## config.mk

```make
export PLATFORM = sky130hd
export DESIGN_NAME = capture_seq
export DESIGN_NICKNAME = d
export VERILOG_FILES = /design/src/rtl/capture_seq.sv
export SDC_FILE = /design/constraint.sdc
export NUM_CORES = 1
export LEC_CHECK = 0
export ABC_AREA = 1
export CAP_MARGIN = 30
export CORE_ASPECT_RATIO = 2
export CORE_UTILIZATION = 40
export DETAILED_ROUTE_END_ITERATION = 8
export SLEW_MARGIN = 20
export SYNTH_ARGS = -nofsm -noshare
export SYNTH_HDL_FRONTEND = slang
export SYNTH_SLANG_ARGS = --single-unit
```

## constraint.sdc

```tcl
create_clock -name clk -period 3.8 [get_ports clk]
set_input_delay 0.76 -clock clk [delete_from_list [all_inputs] [get_ports clk]]
set_output_delay 0.76 -clock clk [all_outputs]
set_load 0.01 [all_outputs]
```

## src/rtl/capture_seq.sv

```systemverilog
// Pre/post-trigger ring-buffer capture sequencer: issues 16-byte PSRAM write bursts.
// Optional periodic re-capture after a DONE dwell: define CAPTURE_AUTO_REARM_EN.
module capture_seq #(
    parameter int unsigned RING_AW     = 20,
    parameter int unsigned PRE_BURSTS  = 64,
    parameter int unsigned POST_BURSTS = 1024,
    parameter int unsigned HOLD_CYCLES = 48000000
) (
    input  logic        clk,
    input  logic        reset_n,
    input  logic        arm,
    input  logic        trigger,
    input  logic        psram_ready,
    input  logic        almost_empty,
    input  logic        awready,
    output logic        awvalid,
    output logic [24:0] awaddr,
    output logic [24:0] base_addr,
    output logic        armed,
    output logic        capture_done,
    output logic [2:0]  state
);

    typedef enum logic [2:0] {
        StIdle    = 3'd0,
        StPrefill = 3'd1,
        StArmed   = 3'd2,
        StPost    = 3'd3,
        StDone    = 3'd4
    } state_e;

    localparam int unsigned PRE_W  = (PRE_BURSTS > 0) ? $clog2(PRE_BURSTS + 1) : 1;
    localparam int unsigned POST_W = (POST_BURSTS > 0) ? $clog2(POST_BURSTS + 1) : 1;
    localparam logic [RING_AW-1:0] BURST_BYTES = RING_AW'(16);
    localparam logic [RING_AW-1:0] PRE_OFFSET  = RING_AW'(16 * PRE_BURSTS);

    if ((RING_AW < 5) || (RING_AW > 25) || (HOLD_CYCLES == 0) ||
        (PRE_BURSTS + POST_BURSTS > (32'd1 << (RING_AW - 4)))) begin : g_bad_params
        $error("capture_seq: invalid parameter set");
    end

    state_e               r_state, w_state_d;
    logic                 r_trig;
    logic                 r_awvalid, w_awvalid_d;
    logic [RING_AW-1:0]   r_awaddr, w_awaddr_d;
    logic [RING_AW-1:0]   r_base, w_base_d;
    logic [PRE_W-1:0]     r_pre, w_pre_d;
    logic [POST_W-1:0]    r_post, w_post_d;
    logic                 r_arm_pend, w_arm_pend_d;
    logic                 w_hs, w_trig_edge, w_active, w_arm_req, w_start;
`ifdef CAPTURE_AUTO_REARM_EN
    localparam int unsigned HOLD_W = $clog2(HOLD_CYCLES + 1);
    logic [HOLD_W-1:0]    r_hold, w_hold_d;
`endif

    assign w_hs        = r_awvalid & awready;
    assign w_trig_edge = trigger & ~r_trig;
    assign w_active    = (r_state == StPrefill) || (r_state == StArmed) || (r_state == StPost);
    assign w_arm_req   = arm | r_arm_pend;

    always_comb begin
        w_state_d    = r_state;
        w_awaddr_d   = r_awaddr;
        w_base_d     = r_base;
        w_pre_d      = r_pre;
        w_post_d     = r_post;
        w_arm_pend_d = r_arm_pend;
        w_start      = 1'b0;
        w_awvalid_d  = r_awvalid ? ~w_hs : (w_active & ~almost_empty);
`ifdef CAPTURE_AUTO_REARM_EN
        w_hold_d     = r_hold;
`endif
        if ((r_state != StIdle) && !psram_ready) begin
            w_state_d    = StIdle;
            w_awvalid_d  = 1'b0;
            w_arm_pend_d = 1'b0;
        end else begin
            case (r_state)
                StIdle: begin
                    if (arm && psram_ready) w_start = 1'b1;
                end
                StDone: begin
                    if (arm) w_start = 1'b1;
`ifdef CAPTURE_AUTO_REARM_EN
                    else if (r_hold <= HOLD_W'(1)) w_start = 1'b1;
                    else w_hold_d = r_hold - HOLD_W'(1);
`endif
                end
                StPrefill, StArmed, StPost: begin
                    // An outstanding request finishes to its old address before restarting.
                    if (w_arm_req) begin
                        if (r_awvalid && !w_hs) w_arm_pend_d = 1'b1;
                        else w_start = 1'b1;
                    end else if ((r_state == StArmed) && w_trig_edge) begin
                        w_base_d  = r_awaddr - PRE_OFFSET;
                        w_post_d  = POST_W'(POST_BURSTS);
                        w_state_d = StPost;
                        if (w_hs) begin
                            w_awaddr_d = r_awaddr + BURST_BYTES;
                            w_post_d   = POST_W'(POST_BURSTS - 1);
                            if (POST_BURSTS == 1) w_state_d = StDone;
                        end
                    end else if (w_hs) begin
                        w_awaddr_d = r_awaddr + BURST_BYTES;
                        if (r_state == StPrefill) begin
                            w_pre_d = r_pre + PRE_W'(1);
                            if (r_pre + PRE_W'(1) == PRE_W'(PRE_BURSTS)) w_state_d = StArmed;
                        end else if (r_state == StPost) begin
                            w_post_d = r_post - POST_W'(1);
                            if (r_post == POST_W'(1)) w_state_d = StDone;
                        end
                    end
                end
                default: w_state_d = StIdle;
            endcase
        end
        if (w_start) begin
            w_state_d    = StPrefill;
            w_awaddr_d   = '0;
            w_pre_d      = '0;
            w_post_d     = '0;
            w_arm_pend_d = 1'b0;
        end
`ifdef CAPTURE_AUTO_REARM_EN
        if ((w_state_d == StDone) && (r_state != StDone)) w_hold_d = HOLD_W'(HOLD_CYCLES);
`endif
    end

    always_ff @(posedge clk) begin
        if (!reset_n) begin
            r_state    <= StIdle;
            r_trig     <= 1'b1;
            r_awvalid  <= 1'b0;
            r_awaddr   <= '0;
            r_base     <= '0;
            r_pre      <= '0;
            r_post     <= '0;
            r_arm_pend <= 1'b0;
`ifdef CAPTURE_AUTO_REARM_EN
            r_hold     <= '0;
`endif
        end else begin
            r_state    <= w_state_d;
            r_trig     <= trigger;
            r_awvalid  <= w_awvalid_d;
            r_awaddr   <= w_awaddr_d;
            r_base     <= w_base_d;
            r_pre      <= w_pre_d;
            r_post     <= w_post_d;
            r_arm_pend <= w_arm_pend_d;
`ifdef CAPTURE_AUTO_REARM_EN
            r_hold     <= w_hold_d;
`endif
        end
    end

    assign awvalid      = r_awvalid;
    assign awaddr       = 25'(r_awaddr);
    assign base_addr    = 25'(r_base);
    assign armed        = (r_state == StArmed);
    assign capture_done = (r_state == StDone);
    assign state        = r_state;

endmodule

```

==> impl_metrics.ini, run 1 <==
[yosys]
netlist_top_cells_count = 83 x nand2_1, 67 x nor2_1, 56 x dfxtp_1
synth_flop_cell = dfxtp_1
async_reset_ff_share_pct = 0
synth_top_cell_area_share_pct = 36.6
ys_top_cells_by_area = dfxtp_1 37%, nand2_1 10%, nor2_1 8.2%, a21oi_1 6.9%, inv_1 6.0%
synth_top_area_cell = dfxtp_1
synthMostInstantiatedCell = nand2_1
synth.distinct_cells = 36
synth_edf_count = 0
syn_inst = 451
netlist_area_um2 = 3060
synth_area_per_cell_um2 = 6.79
ys_ff_latch = 56
ys_seq_area_share_pct = 36.6
yosysWarnings = 0

[power]
ir_drop_mv = 0.252
leakage_nw = 1.54
powerDensity_nw_per_um2 = 323

[run_status]
outcome = completed

[grt]
grt_max_degree = 26
grt_pass1_wl_mm = 13.6
gr-total-overflow = 0
track_usage_pct = 21.9
grt_pass1_vias = 2896
antenna_found_initial = 0

[worst_setup_path]
rr_worst_depth = 8
startpoint = state[1]
crit_arrival_ns = 1.89
crit_fanout = 7
slowest_delay_ns = 0.57
worstPathRequired_ns = 3.04
slowest_stage = clkdlybuf4s50_1
crit_path_frequent_cell = nor2_1
crit_chain = nor2_1 -> inv_2 -> nor2_1 -> clkdlybuf4s50_1
cp-start-kind = flop
critPathTopFamily = buffers and inverters
timing.reg2reg.setup_slack_ns = 1.53
reg2reg_to = state[0]
r2r_start = state[1]
critPathBufInv = 2
crit_type = reg -> out
end_kind = output port

[clocking]
ctsHoldBuffers = 0
htree_num_levels = 2
cts_setup_buffers = 0
numCtsBuffers = 5
clock_sinks = 56
cts_buffer_depth = 2
cts_tree = done
root_buffer = clkbuf_16
clkTransAtPathRegs_ns = 0.07
clkLatencyLatePin_ns = 0.29
cts-resized-gates = 0

[layout]
nets = 505
area.growth.synth_to_final_pct = 19.6
multi_input_area_um2 = 1610
fillers = 772
final_util_pct = 50.0
final_cells = 585
drive_gt1_share_pct = 5.27
seqCellArea_um2 = 1120
insertedDiodeCount = 0

[drt]
wl_mm = 8.30
drt_iter0_drc = 110
antenna_left = 0
drc = 0
drt_first_pass_iters = 5
avgViaCountPerCell = 5.06
wl_per_cell_um = 14.2
num_vias = 2963

[sta]
max_freq_ghz = 0.377
worst_pin_slew_ns = 0.741
setup_viol = 0
period_needed_ns = 2.65
final_hold_viol_count = 0
rsz0062_at_grt = false
clock_skew_ns = 0.00200
drv_slew = 0
post-route-period-util_pct = 69.7
fin_setup_tns_ns = 0
worst_slew_margin_rel_pct = 50.4

[worst_hold_path]
worst_hold_path.num_cells = 2
hold_path_end = r_base[14]
hp-start = r_base[14]
hold_path_class = reg -> reg

[placed_design]
io_buffers = 44
place_congestion = 0.876
hpwl_mm = 6.38
place_inst = 577

[die]
boundaryPins = 63
die_x_um = 63.9
core-area_um2 = 7320
dieHeight_um = 126
rows = 44
dieArea_um2 = 8030
start_util_pct = 41.8

[flow_run]
drv_cap = 0
state kept, by name (all words and copies together) (netlist names):
signal      cells
r_base         16
r_post         11
r_trig          1
awvalid         1
r_awaddr       16
r_arm_pend      1
state           3
r_pre           7
per-layer routing:
metal / global-route usage (%) / routed length (um) / up-vias
met5: 0 / 0 / -
met4: 14.2 / 510 / 0
met3: 3.53 / 284 / 36
met2: 41.0 / 4430 / 97
met1: 21.2 / 3080 / 1334
li1: - / - / 1496
area by class of cell:
cell class                 count  share of cell area, %
multi-input combinational    330                   43.9
sequential                    56                   30.6
timing repair buffer          46                   12.4
inverter                      53                   5.43
clock buffer                   6                   3.52
tap                           92                   3.14
clock inverter                 2                  0.957
stage by stage:
stage	instance area, um2	power, mW	setup WS, ns	hold slack (ns)
6_report	3660	1.18	1.15	0.478
5_1_grt	3660	1.23	0.990	0.505
4_1_cts	3660	1.20	1.17	0.485
3_5_place_dp	3500	0.674	0.908	0.474
3_3_place_gp	3500	0.673	0.969	0.464
2_1_floorplan	3120	0.664	2.01	0.445
placed cells by master (no fill, tap or decap), types with 11 or more instances in the layout:
master,instances
a21oi_1,42
clkdlybuf4s50_1,44
conb_1,18
dfxtp_1,56
inv_1,49
nand2_1,83
nand3_1,21
nor2_1,67
nor3_1,11
o21ai_0,36
worst max-delay path by stage:
stage | cells past startpoint | endpoint | slack (ns)
3_3_place_gp | 9 | r_post[8] | 0.97
4_1_cts | 4 | capture_done | 1.17
3_5_place_dp | 9 | state[0] | 0.91
6_report | 4 | capture_done | 1.15
2_1_floorplan | 8 | r_awaddr[16] | 2.01
5_1_grt | 9 | state[0] | 0.99
cell families (layout without fill, tap and decap cells):
family	Yosys count	after routing	share of synthesized area (%)
other cells	1	18	0.123
simple gates	202	202	28.5
flops	56	56	36.6
compound gates	91	91	15.6
buf+inv	82	107	13.0
xor+xnor	13	13	3.72
fa+ha+maj	6	6	2.45
report_power, final:
part	switching, mW	total (mW)	internal (mW)
sequential	0.00285	0.592	0.589
combinational	0.0480	0.0683	0.0203
clock	0.212	0.523	0.311
tightest hold or removal path: cells and delay by family (launching register included):
family / cells / cell delay [ns]
AOI/OAI and AO/OA: 1 / 0.05
DFF: 1 / 0.32
and+or+nand+nor: 1 / 0.06
Note: power is estimated with default switching activity, not from simulation.
==> run 2: changes to the inputs <==
--- a/config.mk
+++ b/config.mk
@@ -10,6 +10,7 @@
 export CORE_ASPECT_RATIO = 2
 export CORE_UTILIZATION = 40
 export DETAILED_ROUTE_END_ITERATION = 8
+export PLACE_DENSITY = 0.67
 export SLEW_MARGIN = 20
 export SYNTH_ARGS = -nofsm -noshare
 export SYNTH_HDL_FRONTEND = slang
==> constraint.sdc (replaced) <==
create_clock -name clk -period 2.35 [get_ports clk]
set_input_delay 0.47 -clock clk [delete_from_list [all_inputs] [get_ports clk]]
set_output_delay 0.47 -clock clk [all_outputs]
set_load 0.01 [all_outputs]
==> impl_metrics.ini, run 2 (synthesis gave the netlist of run 1 again) <==
[placed_design]
io_buffers = 44
hpwl_mm = 5.95
place_congestion = 0.902
dp_slack_ns = 0.160
place_inst = 586
dpl-instance-area_um2 = 3590

[worst_setup_path]
crit_fanout = 5
cp-start-kind = flop
crit_arrival_ns = 1.79
end_kind = output port
worstPathRequired_ns = 1.88
crit_type = reg -> out

[drt]
drt_iter0_drc = 126
drt_first_pass_iters = 4
avgViaCountPerCell = 4.99
wl_per_cell_um = 12.8
drc = 0
num_vias = 2962
wl_mm = 7.61
antenna_left = 0

[clocking]
cts_tree = done
numCtsBuffers = 5
root_buffer = clkbuf_16
htree_num_levels = 2
cts_setup_buffers = 0
cts_buffer_depth = 2
clock_sinks = 56
clkTransAtPathRegs_ns = 0.07
clkLatencyLatePin_ns = 0.29
ctsHoldBuffers = 0
cts-resized-gates = 0

[flow_run]
drv_cap = 0

[power]
fin_total_pwr_mw = 1.83
powerDensity_nw_per_um2 = 491
leakage_nw = 1.58
ir_drop_mv = 0.380

[sta]
finalWorstSetupSlack_ns = 0.0890
fin_setup_tns_ns = 0
max_freq_ghz = 0.442
rsz0062_at_grt = false
clock_skew_ns = 0.00449
period_needed_ns = 2.26
drv_slew = 0
hold_ws_ns = 0.476
setup_viol = 0
final_hold_viol_count = 0
post-route-period-util_pct = 96.2

[layout]
final_cell_mix = 83 x nand2_1, 67 x nor2_1, 56 x dfxtp_1, 49 x inv_1, 44 x clkdlybuf4s50_1
final_common_cell = nand2_1
area.growth.synth_to_final_pct = 22.1
fin_area_um2 = 3740
largestRegisters = r_awaddr (16), r_base (16), r_post (11)
insertedDiodeCount = 0
final_util_pct = 51.0
final_cells = 594
drive_gt1_share_pct = 6.77
nets = 514

[die]
dieHeight_um = 126
core-area_um2 = 7320
dieArea_um2 = 8030
boundaryPins = 63
rows = 44
start_util_pct = 41.8
die_x_um = 63.9

[run_status]
outcome = completed

[grt]
antenna_found_initial = 0
track_usage_pct = 20.0
gr-total-overflow = 0
grt_max_degree = 26
grt_pass1_vias = 2916
grt_pass1_wl_mm = 12.7

[worst_hold_path]
hold_path_class = reg -> reg
-- run 2: critical path: stages, from the launching register on --
cell and delay, ns:
dfxtp_1 0.37, nor2_1 0.37, inv_2 0.11, nor2_1 0.10, clkdlybuf4s50_1 0.54
-- run 2: final timing paths --
kind	from	endpoint	slack, ns	depth (start not counted)
worst max register to register	state[2]	r_post[4]	0.48	8
worst min-delay path	r_pre[1]	r_pre[1]	0.48	2
worst max-delay path	state[0]	capture_done	0.09	4
worst min register to register	r_pre[1]	r_pre[1]	0.48	2
-- run 2: area by class of cell --
| cell class | instances | area (um2) |
|---|---|---|
| Inverter | 53 | 199 |
| Multi-Input combinational cell | 330 | 1610 |
| Fill cell | 710 | 3590 |
| Timing Repair Buffer | 55 | 548 |
| Tap cell | 92 | 115 |
| Sequential cell | 56 | 1120 |
| Clock buffer | 8 | 146 |
-- run 2: per-layer routing --
| metal | routed length, um | GRT usage, % |
|---|---|---|
| met1 | 2780 | 19.0 |
| met2 | 4380 | 39.9 |
| met3 | 232 | 2.36 |
| met4 | 224 | 10.0 |
| met5 | 0 | 0 |
-- run 2: where the power goes --
group	internal [mW]	switching, mW
combinational	0.0400	0.0778
clock	0.426	0.331
sequential	0.953	0.00542
==> run 3: changes to the inputs <==
--- a/config.mk
+++ b/config.mk
@@ -10,7 +10,6 @@
 export CORE_ASPECT_RATIO = 2
 export CORE_UTILIZATION = 40
 export DETAILED_ROUTE_END_ITERATION = 8
-export PLACE_DENSITY = 0.67
 export SLEW_MARGIN = 20
 export SYNTH_ARGS = -nofsm -noshare
 export SYNTH_HDL_FRONTEND = slang
==> constraint.sdc (replaced) <==
create_clock -name clk -period 2.32 [get_ports clk]
set_input_delay 0.464 -clock clk [delete_from_list [all_inputs] [get_ports clk]]
set_output_delay 0.464 -clock clk [all_outputs]
set_load 0.01 [all_outputs]
==> impl_metrics.ini, run 3 (synthesis gave the netlist of run 1 again) <==
[clocking]
cts_setup_buffers = 0
numCtsBuffers = 5
root_buffer = clkbuf_16
clock_sinks = 56
ctsHoldBuffers = 0
cts_buffer_depth = 2
htree_num_levels = 2
clkLatencyLatePin_ns = 0.30
cts_tree = done
clkTransAtPathRegs_ns = 0.07

[power]
p_int_mw = 1.44
powerDensity_nw_per_um2 = 507
leakage_nw = 1.58
pwr-share-seq_pct = 51.1
p_clk_share_pct = 42.7
p_switching_mw = 0.453
p_sw_share_pct = 23.9
comb_power_share_pct = 6.2
ir_drop_mv = 0.446

[grt]
track_usage_pct = 21.5
antenna_found_initial = 0
gr-total-overflow = 0
grt_pass1_wl_mm = 13.5
grt_max_degree = 26
grt_pass1_vias = 2958

[layout]
area.growth.synth_to_final_pct = 22.2
final_cell_mix = 83 x nand2_1, 66 x nor2_1, 56 x dfxtp_1, 49 x inv_1, 44 x clkdlybuf4s50_1
insertedDiodeCount = 0
nets = 513
final_util_pct = 51.1
largestRegisters = r_awaddr (16), r_base (16), r_post (11)
final_common_cell = nand2_1
fin_area_um2 = 3740
drive_gt1_share_pct = 7.19

[die]
dieHeight_um = 126
dieArea_um2 = 8030
start_util_pct = 41.8
rows = 44
die_x_um = 63.9
boundaryPins = 63
core-area_um2 = 7320

[drt]
drt_iter0_drc = 152
antenna_left = 0
wl_mm = 8.17
avgViaCountPerCell = 5.02
num_vias = 2977
drc = 0
drt_first_pass_iters = 5
wl_per_cell_um = 13.8

[placed_design]
hpwl_mm = 6.34
dpl-instance-area_um2 = 3580
io_buffers = 44
place_congestion = 0.898
dp_slack_ns = 0.154

[sta]
period_needed_ns = 2.12
setup_viol = 0
final_hold_viol_count = 0
fin_setup_tns_ns = 0
rsz0062_at_grt = false
drv_slew = 0
hold_ws_ns = 0.475
post-route-period-util_pct = 91.4
finalWorstSetupSlack_ns = 0.200
max_freq_ghz = 0.472
clock_skew_ns = 0.00490

[worst_setup_path]
worstPathRequired_ns = 1.86
end_kind = output port
slowest_delay_ns = 0.55
crit_type = reg -> out
critPathBufInv = 2
crit_chain = nor2_2 -> inv_2 -> nor2_1 -> clkdlybuf4s50_1
crit_fanout = 5
cp-start-kind = flop
slowest_stage = clkdlybuf4s50_1
crit_arrival_ns = 1.66
critPathTopFamily = buffers and inverters

[run_status]
outcome = completed

[flow_run]
drv_cap = 0

[worst_hold_path]
hold_path_class = reg -> reg
run 3: cell type report:
class / count / area [um2]
well taps: 92 / 115
repair buffers: 54 / 541
fillers: 753 / 3580
multi-input cells: 330 / 1610
clock buffers: 6 / 139
clock inverters: 2 / 17.5
inverters: 53 / 199
flip-flops and latches: 56 / 1120
run 3: what timing repair did:
item	4_1_cts	5_1_grt
hold endpoints to repair	0	0
setup endpoints to repair	0	1
resized for setup	0	1
run 3: through the flow:
step,std cells,power [mW]
after floorplan,468,1.09
after global placement,585,1.11
after detailed placement,585,1.11
after CTS,593,1.92
after global routing,593,1.97
final,593,1.90
run 3: path summary, 6_finish.rpt:
path / start / cells past startpoint / slack (ns) / endpoint
worst max-delay path: state[0] / 4 / 0.20 / capture_done
worst min-delay path: r_base[14] / 2 / 0.48 / r_base[14]
worst max register to register: r_awaddr[4] / 6 / 0.51 / r_awaddr[14]
worst min register to register: r_base[14] / 2 / 0.48 / r_base[14]
run 3: power groups by stage:
stage | Clock (mW) | Combinational [mW] | Sequential (mW)
after floorplan | 0 | 0.0956 | 0.992
after global placement | 0 | 0.117 | 0.991
after detailed placement | 0 | 0.116 | 0.991
after CTS | 0.836 | 0.117 | 0.968
after global routing | 0.871 | 0.130 | 0.970
final | 0.808 | 0.118 | 0.969
run 3: per-layer routing:
metal  part of all wire, %  global-route usage (%)  vias up
li1                      -                       -     1521
met5                     0                       0        -
met2                    57                    42.4       80
met4                   3.1                    11.0        0
met3                   3.8                    3.71       19
met1                    36                    19.9     1357
run 3: worst register-to-register path, stage by stage (launching register included):
cell and delay, ns:
dfxtp_1 0.49, ha_1 0.22, inv_1 0.06, nor3_1 0.37, nand4_1 0.23, o21ai_0 0.18, nor3b_1 0.18
